`src/rtl/conv3x3_stream_engine.sv`:
```
// Streaming 3x3 convolution over a fixed IMG_W x IMG_H raster frame with a
// software-loadable signed kernel and a single backpressured output register.
module conv3x3_stream_engine #(
  parameter int DATA_W = 8,
  parameter int COEF_W = 8,
  parameter int IMG_W  = 16,
  parameter int IMG_H  = 16,
  parameter int ACC_W  = 20,
  parameter int SHIFT  = 0
) (
  input  logic              clk,
  input  logic              rst_n,
  input  logic              start,
  input  logic              saturate,
  input  logic              k_we,
  input  logic [3:0]        k_idx,
  input  logic [COEF_W-1:0] k_data,
  input  logic              in_valid,
  input  logic [DATA_W-1:0] in_data,
  output logic              in_ready,
  output logic              out_valid,
  output logic [ACC_W-1:0]  out_data,
  input  logic              out_ready,
  output logic              busy,
  output logic              done
);

  localparam int CW = (IMG_W > 1) ? $clog2(IMG_W) : 1;
  localparam int RW = (IMG_H > 1) ? $clog2(IMG_H) : 1;
  localparam logic signed [ACC_W-1:0] PMAX = ACC_W'((1 << DATA_W) - 1);

  typedef enum logic [1:0] {S_IDLE, S_RUN, S_DRAIN, S_DONE} state_t;

  state_t                   r_state;
  logic [CW-1:0]            r_col;
  logic [RW-1:0]            r_row;
  logic                     r_sat;
  logic                     r_busy;
  logic                     r_done;
  logic                     r_out_valid;
  logic [ACC_W-1:0]         r_out_data;
  logic [DATA_W-1:0]        r_lb1 [IMG_W];
  logic [DATA_W-1:0]        r_lb2 [IMG_W];
  logic [DATA_W-1:0]        r_win [3][3];
  logic signed [COEF_W-1:0] r_k   [9];

  logic                     w_accept;
  logic                     w_col_last;
  logic                     w_row_last;
  logic                     w_win_valid;
  logic [DATA_W-1:0]        w_col [3];
  logic [DATA_W-1:0]        w_tap [9];
  logic signed [ACC_W-1:0]  w_sum;
  logic signed [ACC_W-1:0]  w_shift;
  logic signed [ACC_W-1:0]  w_res;

  assign in_ready    = (r_state == S_RUN) && (!r_out_valid || out_ready);
  assign w_accept    = in_ready && in_valid;
  assign w_col_last  = (r_col == CW'(IMG_W - 1));
  assign w_row_last  = (r_row == RW'(IMG_H - 1));
  assign w_win_valid = (r_row >= RW'(2)) && (r_col >= CW'(2));

  assign out_valid = r_out_valid;
  assign out_data  = r_out_data;
  assign busy      = r_busy;
  assign done      = r_done;

  // Taps are the window as it will look after this pixel's shift, so the
  // result can be registered on the same edge that accepts the pixel.
  always_comb begin
    w_col[0] = r_lb2[r_col];
    w_col[1] = r_lb1[r_col];
    w_col[2] = in_data;
    for (int unsigned i = 0; i < 3; i++) begin
      for (int unsigned j = 0; j < 3; j++) begin
        w_tap[3*i+j] = (j == 2) ? w_col[i] : r_win[i][j+1];
      end
    end
  end

  always_comb begin
    w_sum = '0;
    for (int unsigned t = 0; t < 9; t++) begin
      w_sum = w_sum + $signed(ACC_W'({1'b0, w_tap[t]})) * ACC_W'(r_k[t]);
    end
    w_shift = w_sum >>> SHIFT;
    w_res   = w_shift;
    if (r_sat) begin
      if (w_shift < 0)         w_res = '0;
      else if (w_shift > PMAX) w_res = PMAX;
    end
  end

  always_ff @(posedge clk or negedge rst_n) begin
    if (!rst_n) begin
      r_state <= S_IDLE;
      r_col   <= '0;
      r_row   <= '0;
      r_sat   <= 1'b0;
      r_busy  <= 1'b0;
      r_done  <= 1'b0;
    end else begin
      case (r_state)
        S_IDLE: begin
          r_done <= 1'b0;
          if (start) begin
            r_state <= S_RUN;
            r_col   <= '0;
            r_row   <= '0;
            r_sat   <= saturate;
            r_busy  <= 1'b1;
          end
        end
        S_RUN: begin
          if (w_accept) begin
            if (w_col_last) begin
              r_col <= '0;
              if (w_row_last) r_state <= S_DRAIN;
              else            r_row   <= r_row + RW'(1);
            end else begin
              r_col <= r_col + CW'(1);
            end
          end
        end
        S_DRAIN: begin
          if (!r_out_valid || out_ready) begin
            r_state <= S_DONE;
            r_busy  <= 1'b0;
            r_done  <= 1'b1;
          end
        end
        S_DONE: begin
          r_state <= S_IDLE;
          r_done  <= 1'b0;
        end
        default: r_state <= S_IDLE;
      endcase
    end
  end

  always_ff @(posedge clk or negedge rst_n) begin
    if (!rst_n) begin
      for (int unsigned t = 0; t < 9; t++) r_k[t] <= '0;
    end else if (k_we && (k_idx < 4'd9) && (r_state == S_IDLE || r_state == S_DONE)) begin
      r_k[k_idx] <= k_data;
    end
  end

  always_ff @(posedge clk or negedge rst_n) begin
    if (!rst_n) begin
      for (int unsigned i = 0; i < IMG_W; i++) begin
        r_lb1[i] <= '0;
        r_lb2[i] <= '0;
      end
      for (int unsigned i = 0; i < 3; i++) begin
        for (int unsigned j = 0; j < 3; j++) r_win[i][j] <= '0;
      end
    end else if (w_accept) begin
      r_lb2[r_col] <= r_lb1[r_col];
      r_lb1[r_col] <= in_data;
      for (int unsigned i = 0; i < 3; i++) begin
        r_win[i][0] <= r_win[i][1];
        r_win[i][1] <= r_win[i][2];
        r_win[i][2] <= w_col[i];
      end
    end
  end

  always_ff @(posedge clk or negedge rst_n) begin
    if (!rst_n) begin
      r_out_valid <= 1'b0;
      r_out_data  <= '0;
    end else if (w_accept && w_win_valid) begin
      r_out_valid <= 1'b1;
      r_out_data  <= w_res;
    end else if (out_ready) begin
      r_out_valid <= 1'b0;
    end
  end

endmodule

```
`config.mk`:
```
export PLATFORM = sky130hd
export DESIGN_NAME = conv3x3_stream_engine
export DESIGN_NICKNAME = d
export VERILOG_FILES = /design/src/rtl/conv3x3_stream_engine.sv
export SDC_FILE = /design/constraint.sdc
export NUM_CORES = 2
export LEC_CHECK = 0
export ABC_AREA = 1
export CAP_MARGIN = 40
export CORE_ASPECT_RATIO = 0.5
export CORE_MARGIN = 2
export CORE_UTILIZATION = 30
export DETAILED_ROUTE_END_ITERATION = 7
export DONT_BUFFER_PORTS = 1
export GPL_TIMING_DRIVEN = 0
export PLACE_DENSITY_LB_ADDON = 0.12
export SYNTH_ARGS = -nofsm -noshare
export SYNTH_HDL_FRONTEND = slang
export SYNTH_SLANG_ARGS = --single-unit
```
`constraint.sdc`:
```
create_clock -name clk -period 8.9 [get_ports clk]
set_input_delay 1.78 -clock clk [delete_from_list [all_inputs] [get_ports clk]]
set_output_delay 1.78 -clock clk [all_outputs]
set_load 0.02 [all_outputs]
```
==> results.toml <==
[setup_path]
critPathLaunchType = "flip-flop"
crit_start = "r_col[0]"
r2r-start = "r_col[0]"
worstPathRequired_ns = 9.44
critical_path.max_fanout = 10
end_kind = "flip-flop"
cpMaxStageDelayCell = "fa_2"
slowest_delay_ns = 0.61
crit_family = "adder cells"
crit_path_frequent_cell = "fa_1"
worst-path-buf-inv = 10
worstSetupPathType = "flip-flop to flip-flop"
worstPathArrival_ns = 9.67

[synthesis]
yosysSeqAreaShare = 0.2568
synth_edf_count = 0
synth_cells = 4753
synth_top_area_share = 0.2846
yosysTopAreaCell = "fa_1"
synth_area_leaders = "fa_1, dfrtp_1, nand2_1, inv_1, ha_1"
ys_ff_latch = 410
synth_warnings = 0
syn-num-nets = 5651
ys_types = 43
ys.flop_type = "dfrtp_1"
synth_async_sr_flop_share = 1.000
synth_area_mm2 = 0.03995
synth.avg_cell_area_um2 = 8.405

[clock_network]
cts_tree = "done"
cts_made_buffers = 46
numClockSinks = 410
cts_hold_buf = 0
clkTransAtPathRegs_ns = 0.07
cts_buffer_depth = 3
h-tree-depth = 2
clock_latency_ns = 0.66
root_buffer = "clkbuf_16"

[floorplan]
io_pins = 51
die_area_mm2 = 0.1363
initial_core_util = 0.3030
die_w_um = 520.1
die_h_um = 262.0
row_count = 94
core_area_mm2 = 0.1318

[timing]
tightest_slew_ns = 1.626
max_freq_mhz = 109.6
hold_violations = 0
layout_worst_path_cycle_share = 1.025
setup_viol = 9
min_period_ns = 9.122
drv_slew = 78
maxSlewHeadroom = -0.08385
skew_ns = 0.03745
fin_ws_ns = -0.2219
rsz0062_at_grt = "true"

[place]
gp_congestion = 0.8965
place_hpwl_um = 114000
place_ws_ns = -1.826
postPlaceCellArea_mm2 = 0.04255
port_buffers = 0

[detailed_routing]
num_vias = 30880
ant_nets = 0
firstDrtPassIters = 7
drt-initial-drc-count = 2388
routed_via_density = 4.592
avgRoutedWirePerCell_um = 21.33
totalWireLength_um = 143400
route.detailed.drc = 8

[run_status]
status = "finished with violations"
violations = "design-rule violations, max-slew violations, negative setup slack"

[grt]
overflow = 0
antenna_found_initial = 15
grtUsageTotal = 0.2138
grt_first_pass_wirelength_um = 213200
grt_pass1_vias = 32140
grt_max_degree = 411

[job]
drv_cap = 0

[finish]
fin_nets = 5803
area_growth_pct = 16.57
final_area_mm2 = 0.04657
layout-drive-gt1-share = 0.1059

[hold_path]
min_path_type = "flip-flop to flip-flop"
hp-start = "r_lb1[4]"
==> kinds of logic after synthesis <==
group / Yosys count / share of synthesized area
flip-flops: 410 / 0.2568
AND/OR/NAND/NOR: 1468 / 0.1439
buffers and inverters: 1392 / 0.1360
XOR/XNOR: 19 / 0.004166
multiplexers: 10 / 0.002506
adder cells (fa/ha/maj): 871 / 0.3795
AO/OA/AOI/OAI: 583 / 0.07705
==> state kept, by name, summed over array words and instances (netlist names), 2 cells and up <==
register,flops
r_win,48
r_state,2
out_data,20
r_k,72
r_row,4
r_col,4
r_lb1,128
r_lb2,128
==> final timing paths <==
kind | to | slack, ns | cells after the start
min in group asynchronous | r_lb2[36] | 0.91 | 0
setup reg to reg | out_data[0] | -0.22 | 40
setup / recovery | out_data[0] | -0.22 | 40
hold reg to reg | r_lb1[4] | 0.47 | 2
hold / removal | r_lb1[4] | 0.47 | 2
max in group asynchronous | out_data[16] | 6.78 | 0
==> what timing repair did <==
action,in CTS,in global routing
pin swaps,60,75
endpoints found under the setup margin,20,18
buffers inserted,53,26
gates cloned,5,6
gates resized for setup,285,158
==> cell type report <==
class	count	area, µm²
fill	13800	85270
multi-input combinational	2951	25120
sequential	410	10260
inverter	1148	4353
tap	1776	2222
buffer	240	1575
timing repair buffer	108	1375
clock buffer	62	1323
clock inverter	21	322.8
antenna	8	20.02
==> metal layers <==
metal	wire [µm]	vias to the layer above	track usage	share of wire
met3	8873	160	0.03885	0.062
li1	-	14370	-	-
met5	41	-	0	0.00029
met1	68470	15570	0.3096	0.48
met2	62150	778	0.3273	0.43
met4	3884	6	0.05905	0.027
==> synthesized netlist by cell type (3+ instances only) <==
master	n
nand2_1	1154
inv_1	1131
fa_1	568
dfrtp_1	410
o21ai_0	339
ha_1	303
nor2_1	222
clkbuf_1	168
o21ai_1	113
a21oi_1	65
buf_2	37
nand3_1	35
o22ai_1	35
buf_4	24
nand4_1	16
inv_2	14
nor2_2	13
xnor2_1	12
mux2i_1	10
a22o_1	9
buf_6	9
o221ai_1	8
nand2_2	7
o31ai_1	7
xor2_1	7
nor3_1	6
buf_1	4
nand4_2	4
clkinv_1	3
or2_2	3
==> cells in the final DEF (no fill, tap or decap), types with 51 or more instances in the layout <==
| cell | n |
|---|---|
| nand2_1 | 1098 |
| o21ai_1 | 149 |
| dfrtp_1 | 407 |
| a21oi_1 | 51 |
| nand2_2 | 55 |
| o21ai_0 | 293 |
| clkbuf_16 | 55 |
| buf_4 | 73 |
| inv_1 | 1107 |
| ha_1 | 292 |
| clkbuf_1 | 157 |
| fa_1 | 535 |
| nor2_1 | 202 |
==> per-stage QoR <==
stage / instances / TNS (ns) / util / hold slack, ns
floorplan: 4753 / 0 / - / 0.4366
global placement: 6529 / -28.86 / 0.3200 / 0.4517
detailed placement: 6548 / -28.47 / 0.3228 / 0.4539
CTS: 6685 / -1.819 / 0.3474 / 0.4710
global route: 6720 / -4.573 / 0.3531 / 0.4965
finish: 6724 / -1.697 / 0.3532 / 0.4746
==> worst reg2reg max path: cells and delay by family, from the launching register on <==
family | cells | cell delay [ns]
adder cells (fa/ha/maj) | 11 | 5.42
AND/OR/NAND/NOR | 18 | 1.70
buffers and inverters | 10 | 1.29
flip-flops | 1 | 0.50
AO/OA/AOI/OAI | 1 | 0.15
Power is not shown: default switching activity piles up to over one toggle a cycle in this logic, so the estimate is an artifact.
